`config.mk`:
```
export PLATFORM = sky130hd
export DESIGN_NAME = id_pipe
export DESIGN_NICKNAME = d
export VERILOG_FILES = /design/src/rtl/id_pipe_pkg.sv /design/src/rtl/id_pipe_fwd_sel.sv /design/src/rtl/id_pipe.sv
export SDC_FILE = /design/constraint.sdc
export NUM_CORES = 1
export LEC_CHECK = 0
export ABC_CLOCK_PERIOD_IN_PS = 2690
export CORE_AREA = 5 5 345 347
export CTS_CLUSTER_SIZE = 40
export DETAILED_ROUTE_END_ITERATION = 12
export DIE_AREA = 0 0 350 352
export SLEW_MARGIN = 10
export SYNTH_ARGS = -nofsm -noshare
export SYNTH_HDL_FRONTEND = slang
export SYNTH_SLANG_ARGS = --single-unit
```
`constraint.sdc`:
```
create_clock -name clk -period 2.69 [get_ports clk]
set_clock_uncertainty 0.05 [all_clocks]
set_input_delay 0.4035 -clock clk [delete_from_list [all_inputs] [get_ports clk]]
set_output_delay 0.4035 -clock clk [all_outputs]
set_load 0.02 [all_outputs]
```
`src/rtl/id_pipe_pkg.sv`:
```
// Shared decode definitions for ID and EX: opcode constants, memory access length
// encoding, immediate formats and small decode helpers.
package id_pipe_pkg;

  localparam logic [6:0] OPC_LOAD     = 7'b0000011;
  localparam logic [6:0] OPC_MISC_MEM = 7'b0001111;
  localparam logic [6:0] OPC_OP_IMM   = 7'b0010011;
  localparam logic [6:0] OPC_AUIPC    = 7'b0010111;
  localparam logic [6:0] OPC_OP_IMM32 = 7'b0011011;
  localparam logic [6:0] OPC_STORE    = 7'b0100011;
  localparam logic [6:0] OPC_OP       = 7'b0110011;
  localparam logic [6:0] OPC_LUI      = 7'b0110111;
  localparam logic [6:0] OPC_OP32     = 7'b0111011;
  localparam logic [6:0] OPC_BRANCH   = 7'b1100011;
  localparam logic [6:0] OPC_JALR     = 7'b1100111;
  localparam logic [6:0] OPC_JAL      = 7'b1101111;
  localparam logic [6:0] OPC_SYSTEM   = 7'b1110011;

  typedef enum logic [1:0] {
    MEM_B = 2'd0,
    MEM_H = 2'd1,
    MEM_W = 2'd2,
    MEM_D = 2'd3
  } mem_len_e;

  typedef enum logic [2:0] {
    IMM_NONE,
    IMM_I,
    IMM_S,
    IMM_B,
    IMM_U,
    IMM_J
  } imm_fmt_e;

  function automatic imm_fmt_e imm_format(input logic [6:0] opcode);
    imm_fmt_e fmt;
    case (opcode)
      OPC_OP, OPC_OP32:     fmt = IMM_NONE;
      OPC_STORE:            fmt = IMM_S;
      OPC_BRANCH:           fmt = IMM_B;
      OPC_LUI, OPC_AUIPC:   fmt = IMM_U;
      OPC_JAL:              fmt = IMM_J;
      default:              fmt = IMM_I;
    endcase
    return fmt;
  endfunction

  function automatic logic uses_rs1(input logic [6:0] opcode);
    return !(opcode == OPC_LUI || opcode == OPC_AUIPC || opcode == OPC_JAL);
  endfunction

  function automatic logic uses_rs2(input logic [6:0] opcode);
    return (opcode == OPC_OP || opcode == OPC_OP32 ||
            opcode == OPC_STORE || opcode == OPC_BRANCH);
  endfunction

  // Immediate sign-extended to 32 bits; the caller widens to XLEN.
  function automatic logic [31:0] imm32(input logic [31:0] inst, input imm_fmt_e fmt);
    logic [31:0] imm;
    case (fmt)
      IMM_I:   imm = {{20{inst[31]}}, inst[31:20]};
      IMM_S:   imm = {{20{inst[31]}}, inst[31:25], inst[11:7]};
      IMM_B:   imm = {{19{inst[31]}}, inst[31], inst[7], inst[30:25], inst[11:8], 1'b0};
      IMM_U:   imm = {inst[31:12], 12'b0};
      IMM_J:   imm = {{11{inst[31]}}, inst[31], inst[19:12], inst[20], inst[30:21], 1'b0};
      default: imm = '0;
    endcase
    return imm;
  endfunction

endpackage

```
`src/rtl/id_pipe_fwd_sel.sv`:
```
// Operand selector for one source register: x0, youngest matching forwarding slot,
// or regfile data, plus a load-use hazard flag for the selected slot.
module id_fwd_sel #(
  parameter int XLEN    = 64,
  parameter int NUM_FWD = 3
) (
  input  logic [4:0]              rs_addr,
  input  logic                    rs_used,
  input  logic [XLEN-1:0]         rf_data,
  input  logic [NUM_FWD-1:0]      fwd_valid,
  input  logic [NUM_FWD-1:0]      fwd_load,
  input  logic [5*NUM_FWD-1:0]    fwd_rd,
  input  logic [XLEN*NUM_FWD-1:0] fwd_data,
  output logic [XLEN-1:0]         data,
  output logic                    hazard
);

  logic sel_load;

  // Walk oldest to youngest so the lowest-index match has the final say.
  always_comb begin
    data     = rf_data;
    sel_load = 1'b0;
    for (int i = NUM_FWD - 1; i >= 0; i--) begin
      if (fwd_valid[i] && (fwd_rd[5*i +: 5] == rs_addr)) begin
        data     = fwd_data[XLEN*i +: XLEN];
        sel_load = fwd_load[i];
      end
    end
    if (rs_addr == 5'd0) begin
      data     = '0;
      sel_load = 1'b0;
    end
    hazard = rs_used & sel_load;
  end

endmodule

```
`src/rtl/id_pipe.sv`:
```
// Registered RV64 decode stage with operand forwarding, load-use interlock,
// immediate generation and a pre-checked dcache request.
module id_pipe
  import id_pipe_pkg::*;
#(
  parameter int XLEN        = 64,
  parameter int NUM_FWD     = 3,
  parameter int STALL_CNT_W = 32
) (
  input  logic                    clk,
  input  logic                    rst_n,
  input  logic                    flush_i,
  input  logic                    in_valid_i,
  output logic                    in_ready_o,
  input  logic [31:0]             inst_i,
  input  logic [XLEN-1:0]         pc_i,
  output logic [4:0]              rs1_addr_o,
  output logic [4:0]              rs2_addr_o,
  input  logic [XLEN-1:0]         rs1_data_i,
  input  logic [XLEN-1:0]         rs2_data_i,
  input  logic [NUM_FWD-1:0]      fwd_valid_i,
  input  logic [NUM_FWD-1:0]      fwd_load_i,
  input  logic [5*NUM_FWD-1:0]    fwd_rd_i,
  input  logic [XLEN*NUM_FWD-1:0] fwd_data_i,
  output logic                    out_valid_o,
  input  logic                    out_ready_i,
  output logic [6:0]              opcode_o,
  output logic [2:0]              funct3_o,
  output logic [6:0]              funct7_o,
  output logic [4:0]              rd_o,
  output logic                    wreg_o,
  output logic [XLEN-1:0]         rs1_data_o,
  output logic [XLEN-1:0]         rs2_data_o,
  output logic [XLEN-1:0]         imm_o,
  output logic [XLEN-1:0]         pc_o,
  output logic                    mem_req_o,
  output logic                    mem_wen_o,
  output logic [XLEN-1:0]         mem_addr_o,
  output logic [XLEN-1:0]         mem_wdata_o,
  output logic [1:0]              mem_len_o,
  output logic                    misalign_o,
  output logic [STALL_CNT_W-1:0]  stall_cnt_o
);

  logic [6:0]      opcode;
  logic [2:0]      funct3;
  logic [4:0]      rd;
  imm_fmt_e        imm_fmt;
  logic [31:0]     imm_short;
  logic [XLEN-1:0] imm_ext;
  logic [XLEN-1:0] rs1_sel;
  logic [XLEN-1:0] rs2_sel;
  logic            rs1_hazard;
  logic            rs2_hazard;
  logic            hazard;
  logic            transfer;
  logic            is_load;
  logic            is_store;
  logic            mem_op;
  mem_len_e        mem_len;
  logic [XLEN-1:0] mem_addr;
  logic [XLEN-1:0] store_data;
  logic            misalign;
  logic            wreg;

  assign opcode     = inst_i[6:0];
  assign funct3     = inst_i[14:12];
  assign rd         = inst_i[11:7];
  assign rs1_addr_o = inst_i[19:15];
  assign rs2_addr_o = inst_i[24:20];

  assign imm_fmt   = imm_format(opcode);
  assign imm_short = imm32(inst_i, imm_fmt);
  assign imm_ext   = {{(XLEN-32){imm_short[31]}}, imm_short};

  id_fwd_sel #(.XLEN(XLEN), .NUM_FWD(NUM_FWD)) u_rs1_sel (
    .rs_addr   (rs1_addr_o),
    .rs_used   (uses_rs1(opcode)),
    .rf_data   (rs1_data_i),
    .fwd_valid (fwd_valid_i),
    .fwd_load  (fwd_load_i),
    .fwd_rd    (fwd_rd_i),
    .fwd_data  (fwd_data_i),
    .data      (rs1_sel),
    .hazard    (rs1_hazard)
  );

  id_fwd_sel #(.XLEN(XLEN), .NUM_FWD(NUM_FWD)) u_rs2_sel (
    .rs_addr   (rs2_addr_o),
    .rs_used   (uses_rs2(opcode)),
    .rf_data   (rs2_data_i),
    .fwd_valid (fwd_valid_i),
    .fwd_load  (fwd_load_i),
    .fwd_rd    (fwd_rd_i),
    .fwd_data  (fwd_data_i),
    .data      (rs2_sel),
    .hazard    (rs2_hazard)
  );

  assign hazard     = rs1_hazard | rs2_hazard;
  assign in_ready_o = !hazard && !flush_i && (!out_valid_o || out_ready_i);
  assign transfer   = in_valid_i && in_ready_o;

  assign is_load  = (opcode == OPC_LOAD);
  assign is_store = (opcode == OPC_STORE);
  assign mem_op   = is_load || is_store;
  assign mem_len  = mem_len_e'(funct3[1:0]);
  assign mem_addr = rs1_sel + imm_ext;
  assign wreg     = !(opcode == OPC_BRANCH || is_store) && (rd != 5'd0);

  // Misaligned accesses never reach the dcache; EX sees misalign_o instead.
  always_comb begin
    misalign   = 1'b0;
    store_data = '0;
    case (mem_len)
      MEM_B: store_data = {{(XLEN-8){1'b0}}, rs2_sel[7:0]};
      MEM_H: begin
        store_data = {{(XLEN-16){1'b0}}, rs2_sel[15:0]};
        misalign   = mem_addr[0];
      end
      MEM_W: begin
        store_data = {{(XLEN-32){1'b0}}, rs2_sel[31:0]};
        misalign   = |mem_addr[1:0];
      end
      default: begin
        store_data = rs2_sel;
        misalign   = |mem_addr[2:0];
      end
    endcase
    misalign = misalign && mem_op;
  end

  // Output register: flush beats transfer, transfer beats a plain pop.
  always_ff @(posedge clk or negedge rst_n) begin
    if (!rst_n) begin
      out_valid_o <= 1'b0;
      opcode_o    <= '0;
      funct3_o    <= '0;
      funct7_o    <= '0;
      rd_o        <= '0;
      wreg_o      <= 1'b0;
      rs1_data_o  <= '0;
      rs2_data_o  <= '0;
      imm_o       <= '0;
      pc_o        <= '0;
      mem_req_o   <= 1'b0;
      mem_wen_o   <= 1'b0;
      mem_addr_o  <= '0;
      mem_wdata_o <= '0;
      mem_len_o   <= '0;
      misalign_o  <= 1'b0;
    end else if (flush_i) begin
      out_valid_o <= 1'b0;
    end else if (transfer) begin
      out_valid_o <= 1'b1;
      opcode_o    <= opcode;
      funct3_o    <= funct3;
      funct7_o    <= inst_i[31:25];
      rd_o        <= rd;
      wreg_o      <= wreg;
      rs1_data_o  <= rs1_sel;
      rs2_data_o  <= rs2_sel;
      imm_o       <= imm_ext;
      pc_o        <= pc_i;
      mem_req_o   <= mem_op && !misalign;
      mem_wen_o   <= is_store && !misalign;
      mem_addr_o  <= mem_op ? mem_addr : '0;
      mem_wdata_o <= is_store ? store_data : '0;
      mem_len_o   <= mem_op ? mem_len : 2'd0;
      misalign_o  <= misalign;
    end else if (out_ready_i) begin
      out_valid_o <= 1'b0;
    end
  end

  always_ff @(posedge clk or negedge rst_n) begin
    if (!rst_n) begin
      stall_cnt_o <= '0;
    end else if (in_valid_i && hazard && !flush_i && (stall_cnt_o != '1)) begin
      stall_cnt_o <= stall_cnt_o + 1'b1;
    end
  end

endmodule

```
# Word-level counts from Yosys, hierarchy flattened
# Index checks and enable logic that the tools add are counted.
[classes]
bitwise = 4
reduce_logical = 40
eq_ne = 22
add_sub_neg = 2
muxes = 26
[ops]
columns = ["operator", "n"]
rows = [
  ["$mux 64", 10],
  ["$pmux 64 s3", 1],
  ["$pmux 32 s5", 1],
  ["$add 64x64->64", 1],
  ["$add 32x1->32 const B", 1],
  ["$ne 32x32->1 const B", 1],
  ["$eq 5x5->1", 6],
  ["$eq 7x6->1 const B", 4],
  ["$logic_and 1x1->1", 16],
  ["$pmux 3 s5", 1],
  ["$eq 7x7->1 const B", 2],
  ["$mux 1", 11],
  ["$logic_not 5->1", 2],
  ["$logic_or 1x1->1", 8],
  ["$eq 7x2->1 const B", 1],
  ["$eq 7x5->1 const B", 1],
  ["$eq 3x2->1 const B", 2],
  ["$eq 3x3->1 const B", 2],
  ["$logic_not 1->1", 6],
  ["$reduce_or 2->1", 3],
  ["$reduce_bool 5->1", 1],
  ["$eq 3x1->1 const B", 1],
  ["$pmux 1 s3", 1],
  ["$reduce_bool 3->1", 1],
  ["9 further kinds", 10],
]
[word_totals]
regBits = 413
out_inout_bits = 456

# Longest topological paths before layout
[logic_depth]
depth_word = 14
depth_mapped = 24
mapped_depth_nobuf = 22

# Modules after synthesis
# A second synthesis with hierarchy kept.
[hier_totals]
hier_cells = 2925
area_unflattened_um2 = 25338.1
[by_module_without_submodules]
columns = ["module", "seq_area_each_um2", "cells_per_inst", "n_inst", "area_each_um2"]
rows = [
  ["id_pipe", 10334.9, 2255, 1, 20055.5],
  ["id_fwd_sel", 0.0, 335, 2, 2641.3],
]

# Least setup slack after synthesis
# Ideal clock, no wire load.
[synth_path]
path_type = "input to register"
startpoint = "input inst_i[4]"
endpoint = "register mem_addr_o[56]"
setup_ps = 135
arrival_time_ps = 5069
setup_slack_ps = -2564
path_stages = 24
path_buffers = 3
required_ps = 2505
path_cell_list = "clkbuf_1 nand2b_1 o21a_1 nor2_1 inv_1 ha_1 o21ai_0 nor2_1 nor2_1 clkbuf_1 buf_1 nor2_1 ha_1 fa_1 a211oi_1 o21bai_1 a221o_1 o311ai_1 a21oi_1 a21bo_2 a211o_1 a21boi_1 xor2_1 o21ai_0"
[synth_lines]
columns = ["element", "line_no", "source"]
rows = [
  ["start: declaration", "id_pipe.sv:15", "input logic [31:0] inst_i,"],
  ["$eq 7x6->1 or $eq 7x5->1 (tied branches)", "id_pipe_pkg.sv:37", "case (opcode)"],
  ["$reduce_or 2->1", "id_pipe_pkg.sv:37", ""],
  ["$pmux 3 s5 *", "id_pipe_pkg.sv:37", ""],
  ["$eq 3x3->1, or another cell as far along", "id_pipe_pkg.sv:60", "case (fmt)"],
  ["$pmux 32 s5 *", "id_pipe_pkg.sv:60", ""],
  ["net imm_short[0]", "id_pipe.sv:49", "logic [31:0] imm_short;"],
  ["$add 64x64->64 *", "id_pipe.sv:108", "assign mem_addr = rs1_sel + imm_ext;"],
  ["$mux 64 *", "id_pipe.sv:167", "mem_addr_o <= mem_op ? mem_addr : '0;"],
  ["end signal: assignment", "id_pipe.sv:167", ""],
  ["end: declaration", "id_pipe.sv:38", "output logic [XLEN-1:0] mem_addr_o,"],
]
# Mark *: on every way through the listed nets, which the timed path passes. The rest lies on a longest branch.
# A chain may end at the register's enable or synchronous reset.

# Worst setup path in the final report
[layout_path]
startpoint = "input fwd_rd_i[12]"
endpoint = "register mem_addr_o[58]"
[layout_lines]
columns = ["element", "line_no", "source"]
rows = [
  ["start: declaration", "id_pipe.sv:23", "input logic [5*NUM_FWD-1:0] fwd_rd_i,"],
  ["$eq 5x5->1", "id_pipe_fwd_sel.sv:25", "if (fwd_valid[i] && (fwd_rd[5*i +: 5] == rs_addr)) begin"],
  ["$logic_and 1x1->1", "id_pipe_fwd_sel.sv:25", ""],
  ["$mux 64 (3 in series)", "id_pipe_fwd_sel.sv:25", ""],
  ["$mux 64", "id_pipe_fwd_sel.sv:30", "if (rs_addr == 5'd0) begin"],
  ["net rs1_sel[0]", "id_pipe.sv:51", "logic [XLEN-1:0] rs1_sel;"],
  ["$add 64x64->64", "id_pipe.sv:108", ""],
  ["$mux 64", "id_pipe.sv:167", ""],
]
# The timed path passes the listed nets, and every way through them passes these cells.

==> summary.txt <==
Outcome - finished, violations left
Failing checks - setup timing
Maximum clock path buffer count - 3
Final Hold Fails - 0
Area grow syn2layout - 92.2%
F_max - 231 MHz
Largest net degree at the start of global routing - 114
Placed cells - 5566
Overall die area - 0.123 mm2
Commonest cells in the synthesized netlist - nand2_1 (557), dfrtp_1 (413), nor2_1 (253)
Post-synthesis async set-or-reset flop share - 1.00
Post-route antenna net violation count - 0
Post-DP HPWL - 120 mm
Fin Setup TNS - -205.87 ns
Hold WC Path Type - input port to flop
Sw Ratio - 0.354
Mapped Cells - 2777
Ranking of synthesized cells by area - dfrtp_1 (42%), nand2_1 (8.5%), mux2i_1 (5.3%)
Fin crit share - 1.61
Setup Viol. Count Final - 445
Vias in the first global route - 28500
Crit Path Class - input port to flop
Minimum clock period - 4.34 ns
DRC viols - 0
CTS H-tree lvls - 2
Count leader, synth - nand2_1
Sequential share of the synthesized area - 0.422
Initial antenna violation count - 41
Root buffer cell - clkbuf_16
DRT Wirelength - 156 mm
Sequential power share - 0.286
Count of pins over their slew limit - 0
Number of detailed-route iterations in the first pass - 5
CTS buffer count - 55
Fill count - 11300
FF+latch count, synth - 413
Clock power share - 0.300
Vias per Instance - 4.80
Overall die width - 350 um
Post-Syn Nets - 3285
Number of synthesized flops with an enable pin - 0
Avg Synthesized Cell Area - 8.82 um2
Internal power - 16.8 mW
Crit path capture type - flop
Leakage - 20.9 nW
Global placement routability congestion - 0.941
Core Footprint - 0.116 mm2
Post-synth top area share - 0.422
CP startpoint kind - input port
Total grt overflow - 0
Die H - 352 um
Critical Path RT - 3.18 ns
RSZ-0062 raised after global routing - true
Wirelength per Cell - 26.5 um
Max Cap Violations - 0
Fin nets - 4789
Worst Path Arrival - 4.82 ns
Number of I/O port buffers - 897
Synth area leader - dfrtp_1
Fraction of layout cells with a size suffix above 1 - 0.338
Clk sinks - 413
Fin util - 0.407
Skew-Pair Late Insertion Delay - 0.65 ns
CTS tree - yes
Synth Cell Area - 0.0245 mm2
Placement-stage cell area - 0.0395 mm2
Starting DRT DRC Count - 2251
Worst VDD drop - 0.481 mV
Netlist cell types - 70
Crit Path Max Fanout - 6
Starting density of the core - 0.212
Io pins - 898
First-pass GRT wire length - 213 mm
Total track usage - 0.238
Combinational share of power - 0.413
Sw power - 9.22 mW
Worst slew pin tran - 0.966 ns
Vias - 28200
Main synth FF type - dfrtp_1
Pwr Density - 554 mW/mm2
YS warnings - 0
Clock transition at the registers of the reported paths - 0.06 ns
PnR worst setup slack - -1.65 ns
Final Non-Filler Cells - 5871
Slew margin rel. - 0.356
Post-route cell area - 0.0471 mm2
# rows - 125
==> path summary, 6_finish.rpt <==
path	from	to	slack, ns	cells after the start
worst min-delay path	inst_i[6]	opcode_o[6]	0.06	4
min in group asynchronous	rst_n	rs1_data_o[59]	0.23	2
worst min register to register	pc_o[61]	pc_o[61]	0.42	2
max in group asynchronous	rst_n	mem_wdata_o[8]	1.45	3
worst max register to register	stall_cnt_o[14]	stall_cnt_o[22]	0.21	10
worst max-delay path	fwd_rd_i[12]	mem_addr_o[58]	-1.65	23
==> final cells by class <==
class | count | area (um2) | area share
Clock buffer | 79 | 1580 | 0.0335
Sequential cell | 413 | 10300 | 0.220
Antenna cell | 24 | 60.1 | 0.00128
Multi-Input combinational cell | 2102 | 16200 | 0.345
Tap cell | 1524 | 1910 | 0.0405
Clock inverter | 20 | 314 | 0.00667
Timing Repair Buffer | 1683 | 16500 | 0.351
Inverter | 26 | 101 | 0.00215
==> metal layers <==
layer / track usage / part of all wire / vias up
li1: - / - / 12800
met1: 0.284 / 0.39 / 14000
met2: 0.403 / 0.48 / 1169
met3: 0.0816 / 0.095 / 283
met4: 0.0771 / 0.039 / 26
met5: 0 / 0.0011 / -
==> layout by cell type, fill, tap and decap left out, types with 24 or more instances in the layout <==
cell type,count
dfrtp_1,413
a211oi_1,104
nand3_1,28
buf_12,60
clkbuf_16,59
o31ai_1,95
diode_2,24
nor2_2,42
buf_4,607
o21ai_2,31
o21ai_1,45
buf_6,92
a21oi_1,135
o31ai_2,31
nor2_4,51
ha_1,30
mux2_2,79
xor2_1,34
nor2_1,162
mux2i_1,115
xnor2_1,46
clkdlybuf4s50_1,857
a21oi_2,58
o21ai_0,35
ha_4,31
a21o_1,28
nand2_1,538
==> flip-flops by register name, indices dropped and copies added (netlist names), 2 cells and up <==
signal       cells
imm_o           32
rd_o             5
mem_len_o        2
opcode_o         7
rs2_data_o      64
funct7_o         7
stall_cnt_o     32
pc_o            64
funct3_o         3
rs1_data_o      64
mem_addr_o      64
mem_wdata_o     64
==> worst max-delay path, stage by stage <==
cell and delay (ns):
clkdlybuf4s15_1 0.24, xnor2_1 0.19, nand2_1 0.14, nor2_4 0.14, nand2_4 0.13, buf_6 0.18, mux2i_2 0.18, a211oi_2 0.10
a21oi_2 0.18, nor2_4 0.08, ha_4 0.16, fa_2 0.36, a211oi_4 0.25, o21bai_2 0.13, a221o_1 0.39, o311ai_4 0.41
a21oi_4 0.14, a21bo_4 0.24, buf_6 0.12, a31oi_4 0.19, a21boi_2 0.08, xnor2_1 0.14, o31ai_1 0.23
==> power groups by stage <==
stage          clock network, mW  registers [mW]  logic [mW]
4_1_cts                     8.01            7.45        10.1
5_1_grt                     8.26            7.55        11.3
2_1_floorplan                  0            8.37        2.87
3_3_place_gp                   0            7.52        9.04
6_report                    7.83            7.46        10.8
3_5_place_dp                   0            7.54        9.03
==> cell families after synthesis <==
| kind of cell | Yosys count | share of synthesized area |
|---|---|---|
| adder cells (fa/ha/maj) | 66 | 0.0340 |
| AND/OR/NAND/NOR | 959 | 0.162 |
| buffers and inverters | 263 | 0.0502 |
| multiplexers | 218 | 0.0936 |
| AO/OA/AOI/OAI | 736 | 0.195 |
| XOR/XNOR | 122 | 0.0436 |
| flip-flops | 413 | 0.422 |
==> through the flow <==
| stage | total power [mW] | hold slack (ns) | setup WS [ns] |
|---|---|---|---|
| finish | 26.1 | 0.0551 | -1.65 |
| global route | 27.2 | 0.0499 | -1.79 |
| CTS | 25.6 | 0.0339 | -1.55 |
| detailed placement | 16.6 | 0.300 | -3.51 |
| global placement | 16.6 | 0.297 | -3.48 |
| floorplan | 11.2 | 0.0579 | -2.00 |
==> repair_timing <==
| item | CTS | global route |
|---|---|---|
| gates cloned | 22 | 4 |
| gates resized for setup | 568 | 331 |
| hold endpoints to repair | 83 | 2 |
| pin swaps | 181 | 181 |
| endpoints found under the setup margin | 447 | 447 |
| hold buffers | 2 | 2 |
| setup buffers | 109 | 85 |
No activity file was read; power rests on OpenSTA's default activity.
